**config.mk**
```make
export PLATFORM = sky130hd
export DESIGN_NAME = wash_sequencer
export DESIGN_NICKNAME = d
export VERILOG_FILES = /design/src/rtl/wash_sequencer.sv
export SDC_FILE = /design/constraint.sdc
export NUM_CORES = 1
export LEC_CHECK = 0
export ABC_AREA = 1
export BUFFER_PORTS_ARGS = -buffer_cell sky130_fd_sc_hd__buf_4
export CAP_MARGIN = 40
export CORE_MARGIN = 4
export CORE_UTILIZATION = 29
export CTS_CLUSTER_SIZE = 25
export DETAILED_ROUTE_END_ITERATION = 12
export GPL_TIMING_DRIVEN = 0
export PLACE_DENSITY = 0.59
export SLEW_MARGIN = 20
export SYNTH_ARGS = -nofsm -noshare
export SYNTH_HDL_FRONTEND = slang
export SYNTH_SLANG_ARGS = --single-unit
export TNS_END_PERCENT = 5
```
**constraint.sdc**
```tcl
create_clock -name clk -period 2.85 [get_ports clk]
set_clock_uncertainty 0.05 [all_clocks]
set_input_delay 0.1425 -clock clk [delete_from_list [all_inputs] [get_ports clk]]
set_output_delay 0.1425 -clock clk [all_outputs]
set_load 0.005 [all_outputs]
```
**src/rtl/wash_sequencer.sv**
```systemverilog
// Wash-program sequencer: FILL/WASH/RINSE/DRAIN/SPIN/DONE engine driven by a seconds tick,
// with pause/resume, door interlock, programmable rinse passes and level-scaled fill/drain.
module wash_sequencer #(
  parameter int TIME_W    = 8,
  parameter int RINSE_W   = 2,
  parameter int MAX_RINSE = 3,
  parameter int FILL_S    = 4,
  parameter int DRAIN_S   = 3,
  parameter int SPIN_S    = 5,
  parameter int BEEP_S    = 3
) (
  input  logic               clk,
  input  logic               resetBtn,
  input  logic               tick,
  input  logic               runBtn,
  input  logic               doorOpen,
  input  logic [1:0]         waterLevel,
  input  logic [RINSE_W-1:0] rinseCount,
  input  logic [TIME_W-1:0]  washTime,
  input  logic [TIME_W-1:0]  rinseTime,
  output logic [2:0]         phase,
  output logic               paused,
  output logic [TIME_W-1:0]  remaining,
  output logic [RINSE_W-1:0] rinseLeft,
  output logic               valveIn,
  output logic               valveOut,
  output logic               motorWash,
  output logic               motorSpin,
  output logic               doorLock,
  output logic               beep,
  output logic               done
);

  localparam logic [2:0] PH_IDLE  = 3'd0;
  localparam logic [2:0] PH_FILL  = 3'd1;
  localparam logic [2:0] PH_WASH  = 3'd2;
  localparam logic [2:0] PH_RINSE = 3'd3;
  localparam logic [2:0] PH_DRAIN = 3'd4;
  localparam logic [2:0] PH_SPIN  = 3'd5;
  localparam logic [2:0] PH_DONE  = 3'd6;

  localparam int PW = TIME_W + 2;
  localparam logic [PW-1:0] SAT_MAX  = {2'b00, {TIME_W{1'b1}}};
  localparam logic [PW-1:0] FILL_K   = PW'(FILL_S);
  localparam logic [PW-1:0] DRAIN_K  = PW'(DRAIN_S);
  localparam logic [PW-1:0] SPIN_K   = PW'(SPIN_S);
  localparam logic [PW-1:0] BEEP_K   = PW'(BEEP_S);
  localparam logic [RINSE_W-1:0] RINSE_CAP = RINSE_W'(MAX_RINSE);

  function automatic logic [TIME_W-1:0] sat_time(input logic [PW-1:0] v);
    sat_time = (v > SAT_MAX) ? SAT_MAX[TIME_W-1:0] : v[TIME_W-1:0];
  endfunction

  // Program state and the configuration latched at start
  logic [2:0]         r_phase;
  logic               r_paused;
  logic [TIME_W-1:0]  r_remaining;
  logic [RINSE_W-1:0] r_rinse_left;
  logic               r_wash_done;
  logic               r_done;
  logic [1:0]         r_level;
  logic [TIME_W-1:0]  r_wash_time;
  logic [TIME_W-1:0]  r_rinse_time;

  logic [1:0]         w_start_level;
  logic [RINSE_W-1:0] w_start_rinse;
  logic [TIME_W-1:0]  w_start_fill;
  logic               w_start;
  logic               w_running;
  logic               w_active;
  logic               w_expire;
  logic               w_advance;
  logic               w_countdown;
  logic [2:0]         w_next_phase;
  logic [RINSE_W-1:0] w_next_rinse;
  logic               w_next_wash_done;
  logic [TIME_W-1:0]  w_next_dur;

  assign w_start_level = (waterLevel == 2'd0) ? 2'd1 : waterLevel;
  assign w_start_rinse = (int'(rinseCount) > MAX_RINSE) ? RINSE_CAP : rinseCount;
  assign w_start_fill  = sat_time(FILL_K * {{TIME_W{1'b0}}, w_start_level});

  // runBtn and tick are single-cycle pulses sampled on the clock edge; there is no
  // backpressure. A pause/resume request always consumes a coincident tick.
  assign w_start   = (r_phase == PH_IDLE) && runBtn && !doorOpen;
  assign w_running = (r_phase >= PH_FILL) && (r_phase <= PH_SPIN);
  assign w_active  = (r_phase == PH_DONE) ||
                     (w_running && !r_paused && !runBtn && !doorOpen);
  // A zero-length phase expires without waiting for a tick
  assign w_expire    = (r_remaining == '0) || (tick && (r_remaining == TIME_W'(1)));
  assign w_advance   = w_active && w_expire;
  assign w_countdown = w_active && !w_expire && tick;

  always_comb begin
    w_next_phase     = PH_IDLE;
    w_next_rinse     = r_rinse_left;
    w_next_wash_done = r_wash_done;
    case (r_phase)
      PH_FILL:  w_next_phase = r_wash_done ? PH_RINSE : PH_WASH;
      PH_WASH: begin
        w_next_phase     = PH_DRAIN;
        w_next_wash_done = 1'b1;
      end
      PH_RINSE: w_next_phase = PH_DRAIN;
      PH_DRAIN: w_next_phase = PH_SPIN;
      PH_SPIN: begin
        if (r_rinse_left != '0) begin
          w_next_phase = PH_FILL;
          w_next_rinse = r_rinse_left - RINSE_W'(1);
        end else begin
          w_next_phase = PH_DONE;
        end
      end
      default:  w_next_phase = PH_IDLE;
    endcase
  end

  always_comb begin
    w_next_dur = '0;
    case (w_next_phase)
      PH_FILL:  w_next_dur = sat_time(FILL_K * {{TIME_W{1'b0}}, r_level});
      PH_WASH:  w_next_dur = r_wash_time;
      PH_RINSE: w_next_dur = r_rinse_time;
      PH_DRAIN: w_next_dur = sat_time(DRAIN_K * {{TIME_W{1'b0}}, r_level});
      PH_SPIN:  w_next_dur = sat_time(SPIN_K);
      PH_DONE:  w_next_dur = sat_time(BEEP_K);
      default:  w_next_dur = '0;
    endcase
  end

  always_ff @(posedge clk) begin
    if (!resetBtn) begin
      r_phase      <= PH_IDLE;
      r_paused     <= 1'b0;
      r_remaining  <= '0;
      r_rinse_left <= '0;
      r_wash_done  <= 1'b0;
      r_done       <= 1'b0;
      r_level      <= 2'd1;
      r_wash_time  <= '0;
      r_rinse_time <= '0;
    end else begin
      r_done <= 1'b0;
      if (w_start) begin
        r_level      <= w_start_level;
        r_wash_time  <= washTime;
        r_rinse_time <= rinseTime;
        r_rinse_left <= w_start_rinse;
        r_wash_done  <= 1'b0;
        r_paused     <= 1'b0;
        r_phase      <= PH_FILL;
        r_remaining  <= w_start_fill;
      end else if (w_running && r_paused) begin
        if (runBtn && !doorOpen) r_paused <= 1'b0;
      end else if (w_running && (runBtn || doorOpen)) begin
        r_paused <= 1'b1;
      end else if (w_advance) begin
        r_phase      <= w_next_phase;
        r_remaining  <= w_next_dur;
        r_rinse_left <= w_next_rinse;
        r_wash_done  <= w_next_wash_done;
        r_done       <= (w_next_phase == PH_DONE);
      end else if (w_countdown) begin
        r_remaining <= r_remaining - TIME_W'(1);
      end
    end
  end

  assign phase     = r_phase;
  assign paused    = r_paused;
  assign remaining = r_remaining;
  assign rinseLeft = r_rinse_left;
  assign done      = r_done;
  assign beep      = (r_phase == PH_DONE);
  assign doorLock  = w_running;
  assign valveIn   = !r_paused && (r_phase == PH_FILL);
  assign motorWash = !r_paused && ((r_phase == PH_WASH) || (r_phase == PH_RINSE));
  assign valveOut  = !r_paused && ((r_phase == PH_DRAIN) || (r_phase == PH_SPIN));
  assign motorSpin = !r_paused && (r_phase == PH_SPIN);

endmodule

```
==> impl_metrics.env, run 1 <==
export IMPL_required_ns=2.98
export IMPL_hold_violations=0
export IMPL_finalSetupViolations=0
export IMPL_syn_cell_area_um2=1901
export IMPL_die_x_um=88.96
export IMPL_finalCritPeriodShare_pct=61.38
export IMPL_path_class="flip-flop to flip-flop"
export IMPL_first_iter_violations=121
export IMPL_fill_cells=691
export IMPL_ant_nets=0
export IMPL_final_min_clock_period_ns=1.749
export IMPL_start_util_pct=29.93
export IMPL_io_pins=46
export IMPL_cts_setup_buffers=0
export IMPL_p_leak_nw=1.186
export IMPL_max_slew_margin_pct=72.26
export IMPL_rsz0062_at_grt="false"
export IMPL_critical_path_max_fanout=10
export IMPL_synth_edf_count=0
export IMPL_drc=0
export IMPL_synth_seq_cells=34
export IMPL_root_buffer="clkbuf_8"
export IMPL_dieArea_um2=7913
export IMPL_layout_common_cells="66 x nor2_1, 47 x nand2_1, 47 x buf_4"
export IMPL_n_antenna_cell=0
export IMPL_drive_gt1_share_pct=20.29
export IMPL_portBuffers=45
export IMPL_seq_area_frac_synth_pct=35.81
export IMPL_cts_tree="yes"
export IMPL_tns_ns=0
export IMPL_first_global_vias=1733
export IMPL_place_ws_ns=1.108
export IMPL_synthFlopType="dfxtp_1"
export IMPL_grt_total_usage_pct=13.60
export IMPL_fin_ws_ns=1.101
export IMPL_cts_htree_levels=2
export IMPL_cts_made_buffers=5
export IMPL_path_clk_slew_ns=0.07
export IMPL_stdcell_area_um2=2426
export IMPL_tightest_slew_ns=0.4161
export IMPL_gp_routability_congestion=0.8148
export IMPL_synth_nets=318
export IMPL_ir_worst_vdd_mv=0.2114
export IMPL_finalMaxSlewViolations=0
export IMPL_avgRoutedWirePerCell_um=12.18
export IMPL_maxCapViolCount=0
export IMPL_grt_start_max_net_pins=11
export IMPL_synth_cell_types=32
export IMPL_overflow=0
export IMPL_ys_async_sr_fraction_pct=0
export IMPL_synthToLayoutAreaGrowth_pct=27.65
export IMPL_grt_first_pass_wirelength_mm=8.355
export IMPL_power_per_cell_area_nw_per_um2=470.8
export IMPL_end_kind="flip-flop"
export IMPL_postPlaceCellArea_um2=2335
export IMPL_ctsHoldBuffers=0
export IMPL_clock_latency_ns=0.29
export IMPL_postCtsResizedCells=0
export IMPL_dieHeight_um=88.96
export IMPL_first_pass_iters=4
export IMPL_routed_wl_mm=5.079
export IMPL_layout_commonest_cell="nor2_1"
export IMPL_avgSynthCellArea_um2=6.622
export IMPL_ys_warn_count=0
export IMPL_critPathLaunchType="flip-flop"
export IMPL_hpwl_mm=3.910
export IMPL_max_freq_mhz=571.6
export IMPL_dr_total_vias=1942
export IMPL_clock_sinks=34
export IMPL_antenna_found_initial=0
export IMPL_status="finished, final reports clean"
export IMPL_rows=29
export IMPL_core_um2=6350
export IMPL_fin_nets=370
export IMPL_hold_class="primary input to flip-flop"
export IMPL_vias_per_cell=4.657
export IMPL_cp_arrival_ns=1.88
export IMPL_synthCells=287
export IMPL_clockBufferDepth=2
[per-layer routing]
metal	part of all wire, %	global-route usage, %
met5	0	0
met4	1.3	4.736
met3	5.6	3.687
met2	43	20.72
met1	50	18.55
[cell families (layout without fill, tap and decap cells)]
| kind of cell | after synthesis | in the layout | share of synthesized area, % |
|---|---|---|---|
| AO/OA/AOI/OAI | 58 | 58 | 16.79 |
| XOR/XNOR | 4 | 4 | 1.844 |
| adder cells (fa/ha/maj) | 6 | 6 | 3.950 |
| buffers and inverters | 46 | 99 | 10.40 |
| flip-flops | 34 | 34 | 35.81 |
| AND/OR/NAND/NOR | 139 | 139 | 31.21 |
[flip-flops by register name, summed over array words and instances (netlist names)]
signal        count
r_wash_time       8
r_level           2
rinseLeft         2
paused            1
remaining         8
done              1
r_wash_done       1
phase             3
r_rinse_time      8
[synth_stat cells, types with 3 or more instances]
cell type,instances,area [um^2]
nor3_1,6,30.03
inv_2,3,11.26
nand3_1,6,30.03
xor2_1,3,26.28
nor2_1,66,247.7
nand4_1,5,31.28
clkbuf_1,4,15.01
inv_1,33,123.9
dfxtp_1,34,680.7
ha_1,6,75.07
o21ai_0,34,170.2
nand2_1,47,176.4
a21oi_1,12,60.06
[layout make-up]
class	instances	area, um^2	area share, %
inverters	36	135.1	5.570
clock inverters	1	5.005	0.2063
plain buffers	10	62.56	2.579
clock buffers	7	86.33	3.559
flip-flops and latches	34	680.7	28.06
repair buffers	45	337.8	13.92
well taps	77	96.34	3.971
multi-input cells	207	1022	42.14
[per-stage QoR]
stage / util, % / hold slack, ns / total power (W) / cells
finish: 38.21 / 0.05330 / 0.001142 / 417
global route: 38.21 / 0.06179 / 0.001208 / 417
CTS: 38.21 / 0.04924 / 0.001152 / 417
detailed placement: 36.77 / 0.3555 / 0.0007817 / 409
global placement: 36.77 / 0.3495 / 0.0007783 / 409
floorplan: - / 0.2574 / 0.0006905 / 287
[critical path, stage by stage (launching register included)]
cell and delay [ns]:
dfxtp_1 0.50, inv_1 0.19, nand4_2 0.22, clkbuf_1 0.37
o21ai_1 0.12, a21oi_1 0.14, nor2_1 0.05
[power breakdown]
part           switching (W)  total [W]  internal (W)
logic               0.000130   0.000236      0.000105
clock network       0.000178   0.000373      0.000195
registers          0.0000263   0.000533      0.000507
[final timing paths]
kind                endpoint           start  cells after the start  slack, ns
max                 phase[0]        phase[0]                      6       1.10
min          r_rinse_time[5]    rinseTime[5]                      3       0.05
max reg2reg         phase[0]        phase[0]                      6       1.10
min reg2reg   r_wash_time[2]  r_wash_time[2]                      2       0.43
(Power assumes the default switching activity.)
==> run 2, diff against run 1 <==
Settings changed: PLACE_DENSITY 0.59 to 0.6.
Clock period 2.85 ns to 1.6 ns, I/O delays scaled along.
==> impl_metrics.env, run 2 (synthesized netlist as in run 1, its figures left out) <==
export IMPL_status="complete, but fails checks"
export IMPL_violations="hold timing, setup timing"
export IMPL_required_ns=1.72
export IMPL_synthToLayoutAreaGrowth_pct=38.31
export IMPL_end_kind="flip-flop"
export IMPL_hold_violations=1
export IMPL_fin_nets=382
export IMPL_cts_htree_levels=2
export IMPL_p_leak_nw=1.248
export IMPL_final_min_clock_period_ns=1.617
export IMPL_grt_busiest_layer="met2"
export IMPL_avgRoutedWirePerCell_um=12.25
export IMPL_path_clk_slew_ns=0.06
export IMPL_core_um2=6350
export IMPL_routed_wl_mm=5.245
export IMPL_finalCritPeriodShare_pct=101.0
export IMPL_gp_routability_congestion=0.8134
export IMPL_grtUsageMet2_pct=21.66
export IMPL_cp_arrival_ns=1.74
export IMPL_portBuffers=45
export IMPL_ir_worst_vdd_mv=0.3716
export IMPL_p_int_w=0.001425
export IMPL_use_met3_pct=4.332
export IMPL_critical_path_max_fanout=5
export IMPL_slowest_stage="dfxtp_2"
export IMPL_dieHeight_um=88.96
export IMPL_max_freq_mhz=618.6
export IMPL_max_slew_margin_pct=73.77
export IMPL_overflow=0
export IMPL_pwr_share_seq_pct=47.3
export IMPL_grt_first_pass_wirelength_mm=8.424
export IMPL_tightest_slew_ns=0.3934
export IMPL_layout_commonest_cell="nor2_1"
export IMPL_finalSetupViolations=1
export IMPL_first_pass_iters=4
export IMPL_drive_gt1_share_pct=27.35
export IMPL_critPathLaunchType="flip-flop"
export IMPL_clock_latency_ns=0.29
export IMPL_dr_total_vias=2018
export IMPL_clock_sinks=34
export IMPL_grt_total_usage_pct=13.83
export IMPL_cts_made_buffers=5
export IMPL_n_antenna_cell=0
export IMPL_tns_ns=-0.01659
export IMPL_io_pins=46
export IMPL_rows=29
export IMPL_dieArea_um2=7913
export IMPL_cts_tree="yes"
export IMPL_switchingPower_w=0.0005877
export IMPL_hold_class="primary input to flip-flop"
export IMPL_vias_per_cell=4.715
export IMPL_finalMaxSlewViolations=0
export IMPL_met1_usage_pct=18.00
export IMPL_pwr_share_comb_pct=23.8
export IMPL_rsz0062_at_grt="true"
export IMPL_power_frac_clock_pct=28.9
export IMPL_crit_top_cell="nor2_1"
export IMPL_start_util_pct=29.93
export IMPL_first_global_vias=1809
export IMPL_grt_start_max_net_pins=11
export IMPL_layout_common_cells="63 x nor2_1, 50 x buf_4, 42 x nand2_1"
export IMPL_switching_share_pct=29.20
export IMPL_first_iter_violations=80
export IMPL_die_x_um=88.96
export IMPL_antenna_found_initial=0
export IMPL_root_buffer="clkbuf_8"
export IMPL_cpPeakStageDelay_ns=0.34
export IMPL_path_cells="inv_4 -> ha_4 -> nand2_1 -> nand2_1 -> nand4_1 -> inv_1 -> nand2_2 -> buf_6 -> nor2_2 -> nor2_1 -> nor2_1 -> nor2_1"
export IMPL_holdWs_ns=-0.00005534
export IMPL_hpwl_mm=3.901
export IMPL_fin_ws_ns=-0.01659
export IMPL_power_per_cell_area_nw_per_um2=765.7
export IMPL_maxCapViolCount=0
export IMPL_path_class="flip-flop to flip-flop"
export IMPL_ant_nets=0
export IMPL_drc=0
export IMPL_clockBufferDepth=2
run 2: cell types whose count changed in the layout (fill, tap and decap cells not counted), sizes merged:
cell and delta:
buf +7, clkinv -1, dlygate4sd3 +5
run 2: power groups by stage:
| stage | logic (W) | clock network (W) | registers, W |
|---|---|---|---|
| floorplan | 0.000270 | 0 | 0.000960 |
| global placement | 0.000417 | 0 | 0.000969 |
| detailed placement | 0.000421 | 0 | 0.000970 |
| CTS | 0.000448 | 0.000607 | 0.000951 |
| global route | 0.000540 | 0.000648 | 0.000962 |
| finish | 0.000478 | 0.000582 | 0.000953 |
run 2: final timing paths:
| check | start | to | slack (ns) | cells past startpoint |
|---|---|---|---|---|
| max reg2reg | remaining[1] | remaining[3] | -0.02 | 12 |
| min reg2reg | r_wash_time[1] | r_wash_time[1] | 0.42 | 2 |
| min | rinseTime[6] | r_rinse_time[6] | -0.00006 | 3 |
| max | remaining[1] | remaining[3] | -0.02 | 12 |
run 2: layout make-up:
class / count / area (um^2)
Inverter: 36 / 137.6
Timing Repair Buffer: 57 / 454.2
Tap cell: 77 / 96.34
Fill cell: 673 / 3721
Sequential cell: 34 / 688.2
Multi-Input combinational cell: 207 / 1101
Clock buffer: 7 / 76.32
Buffer: 10 / 75.07
run 2: what timing repair did:
item,in CTS,in global routing
hold buffers,5,0
resized for setup,13,27
pin swaps,3,12
setup buffers,2,3
cloned,1,1
hold endpoints to repair,5,0
setup endpoints to repair,23,33
run 2: routing by layer:
layer / wire [um] / vias up
met2: 2441 / 46
met3: 327 / 10
li1: - / 1044
met5: 0 / -
met4: 98 / 0
met1: 2377 / 918
run 2: metrics by stage:
stage,setup WS (ns),power [W],utilization [%],cell area [um^2],std cells
2_1_floorplan,0.07492,0.001230,-,1901,287
3_3_place_gp,-0.1456,0.001385,36.77,2335,409
3_5_place_dp,-0.1518,0.001391,36.77,2335,409
4_1_cts,-0.02129,0.002006,39.61,2515,424
5_1_grt,-0.1359,0.002150,41.40,2629,428
6_report,-0.01659,0.002013,41.40,2629,428
run 2: critical path, delay by kind of cell (launching register included):
family,cells,cell delay [ns]
adder cells (fa/ha/maj),1,0.12
buffers and inverters,3,0.35
flip-flops,1,0.34
AND/OR/NAND/NOR,8,0.63
==> run 3, diff against run 2 <==
Settings changed: CORE_UTILIZATION 29 to 45, PLACE_DENSITY 0.6 to 0.82.
==> impl_metrics.env, run 3 (synthesized netlist as in run 1, its figures left out) <==
export IMPL_status="complete, but fails checks"
export IMPL_violations="setup timing"
export IMPL_critical_path_max_fanout=5
export IMPL_rsz0062_at_grt="true"
export IMPL_required_ns=1.72
export IMPL_fin_total_pwr_w=0.002178
export IMPL_ant_nets=0
export IMPL_die_x_um=72.99
export IMPL_finalMaxSlewViolations=0
export IMPL_grt_total_usage_pct=20.59
export IMPL_clockBufferDepth=2
export IMPL_final_min_clock_period_ns=1.667
export IMPL_fin_ws_ns=-0.06703
export IMPL_path_clk_slew_ns=0.07
export IMPL_io_pins=46
export IMPL_rows=23
export IMPL_start_util_pct=47.17
export IMPL_vias_per_cell=5.113
export IMPL_clock_sinks=34
export IMPL_portBuffers=45
export IMPL_power_per_cell_area_nw_per_um2=823.0
export IMPL_dieHeight_um=72.99
export IMPL_hold_violations=0
export IMPL_core_um2=4029
export IMPL_cp_arrival_ns=1.79
export IMPL_dr_total_vias=2076
export IMPL_cts_tree="yes"
export IMPL_p_leak_nw=1.279
export IMPL_path_class="flip-flop to flip-flop"
export IMPL_tightest_slew_ns=0.3902
export IMPL_first_iter_violations=192
export IMPL_holdWs_ns=0.002143
export IMPL_cts_htree_levels=2
export IMPL_max_slew_margin_pct=73.99
export IMPL_multi_input_area_um2=1087
export IMPL_cts_made_buffers=5
export IMPL_hold_class="primary input to flip-flop"
export IMPL_antenna_found_initial=0
export IMPL_layout_commonest_cell="nor2_1"
export IMPL_end_kind="flip-flop"
export IMPL_first_global_vias=1901
export IMPL_dieArea_um2=5328
export IMPL_avgRoutedWirePerCell_um=12.89
export IMPL_grt_first_pass_wirelength_mm=8.542
export IMPL_first_pass_iters=4
export IMPL_gp_routability_congestion=0.9256
export IMPL_maxCapViolCount=0
export IMPL_critPathLaunchType="flip-flop"
export IMPL_stdcell_count=406
export IMPL_n_antenna_cell=0
export IMPL_ir_worst_vdd_mv=0.4918
export IMPL_routed_wl_mm=5.233
export IMPL_root_buffer="clkbuf_8"
export IMPL_synthToLayoutAreaGrowth_pct=39.24
export IMPL_finalCritPeriodShare_pct=104.2
export IMPL_clock_latency_ns=0.29
export IMPL_overflow=0
export IMPL_placedCellCount=382
export IMPL_max_freq_mhz=599.9
export IMPL_seq_area_um2=690.7
export IMPL_reg2reg_slack_ns=-0.07
export IMPL_drive_gt1_share_pct=27.53
export IMPL_layout_common_cells="63 x nor2_1, 51 x buf_4, 42 x nand2_1"
export IMPL_fin_util_pct=65.68
export IMPL_finalSetupViolations=7
export IMPL_hpwl_mm=3.658
export IMPL_fin_nets=386
export IMPL_drc=0
export IMPL_grt_start_max_net_pins=11
export IMPL_fill_cells=346
## run 3: cell types whose count changed in the layout (fill, tap and decap cells not counted), sizes merged
cell | before | now
clkbuf | 11 | 12
dlygate4sd3 | 5 | 9
## run 3: final cells by class
class	instances	share of cell area, %
buffer	10	2.790
clock buffer	8	4.161
inverter	36	5.201
multi-input combinational	207	41.09
sequential	34	26.10
tap	50	2.364
timing repair buffer	61	18.30
## run 3: final timing paths
path                                     start               to  depth (start not counted)
worst min-delay path              rinseTime[0]  r_rinse_time[0]                          3
worst max register to register    remaining[0]         phase[0]                         11
worst max-delay path              remaining[0]         phase[0]                         11
worst min register to register  r_wash_time[1]   r_wash_time[1]                          2
## run 3: per-layer routing
metal | share of wire (%) | vias up | track usage [%]
met1 | 43 | 928 | 26.11
li1 | - | 1063 | -
met3 | 5.5 | 13 | 4.821
met2 | 49 | 72 | 33.96
met4 | 2.3 | 0 | 7.377
met5 | 0 | - | 0
## run 3: worst max-delay path, cell delays in order, from the launching register on
cell     delay (ns)
dfxtp_4        0.37
inv_2          0.09
ha_4           0.13
inv_1          0.04
nand2_2        0.04
nand4_1        0.15
inv_1          0.11
nand2_2        0.10
buf_6          0.14
buf_4          0.14
a21oi_2        0.13
nor2_1         0.05
## run 3: repair_timing
action / in CTS / in global routing
resized for setup: 14 / 28
setup buffers: 0 / 5
hold endpoints to repair: 9 / 0
endpoints found under the setup margin: 19 / 29
pin swaps: 1 / 13
gates cloned: 1 / 1
hold buffers: 9 / 0
## run 3: power by group
| part | total (W) | leakage (nW) | internal (W) | switching [W] |
|---|---|---|---|---|
| Sequential | 0.000951 | 0.281 | 0.000902 | 0.0000487 |
| Combinational | 0.000482 | 0.941 | 0.000225 | 0.000257 |
| Clock | 0.000745 | 0.0575 | 0.000434 | 0.000311 |
## run 3: stage by stage
stage	instance area [um^2]	TNS [ns]	setup WS, ns
finish	2646	-0.3185	-0.06703
global route	2646	-3.007	-0.2204
CTS	2530	-0.1568	-0.03927
detailed placement	2301	-1.043	-0.1512
global placement	2301	-0.4547	-0.08173
floorplan	1901	0	0.07492
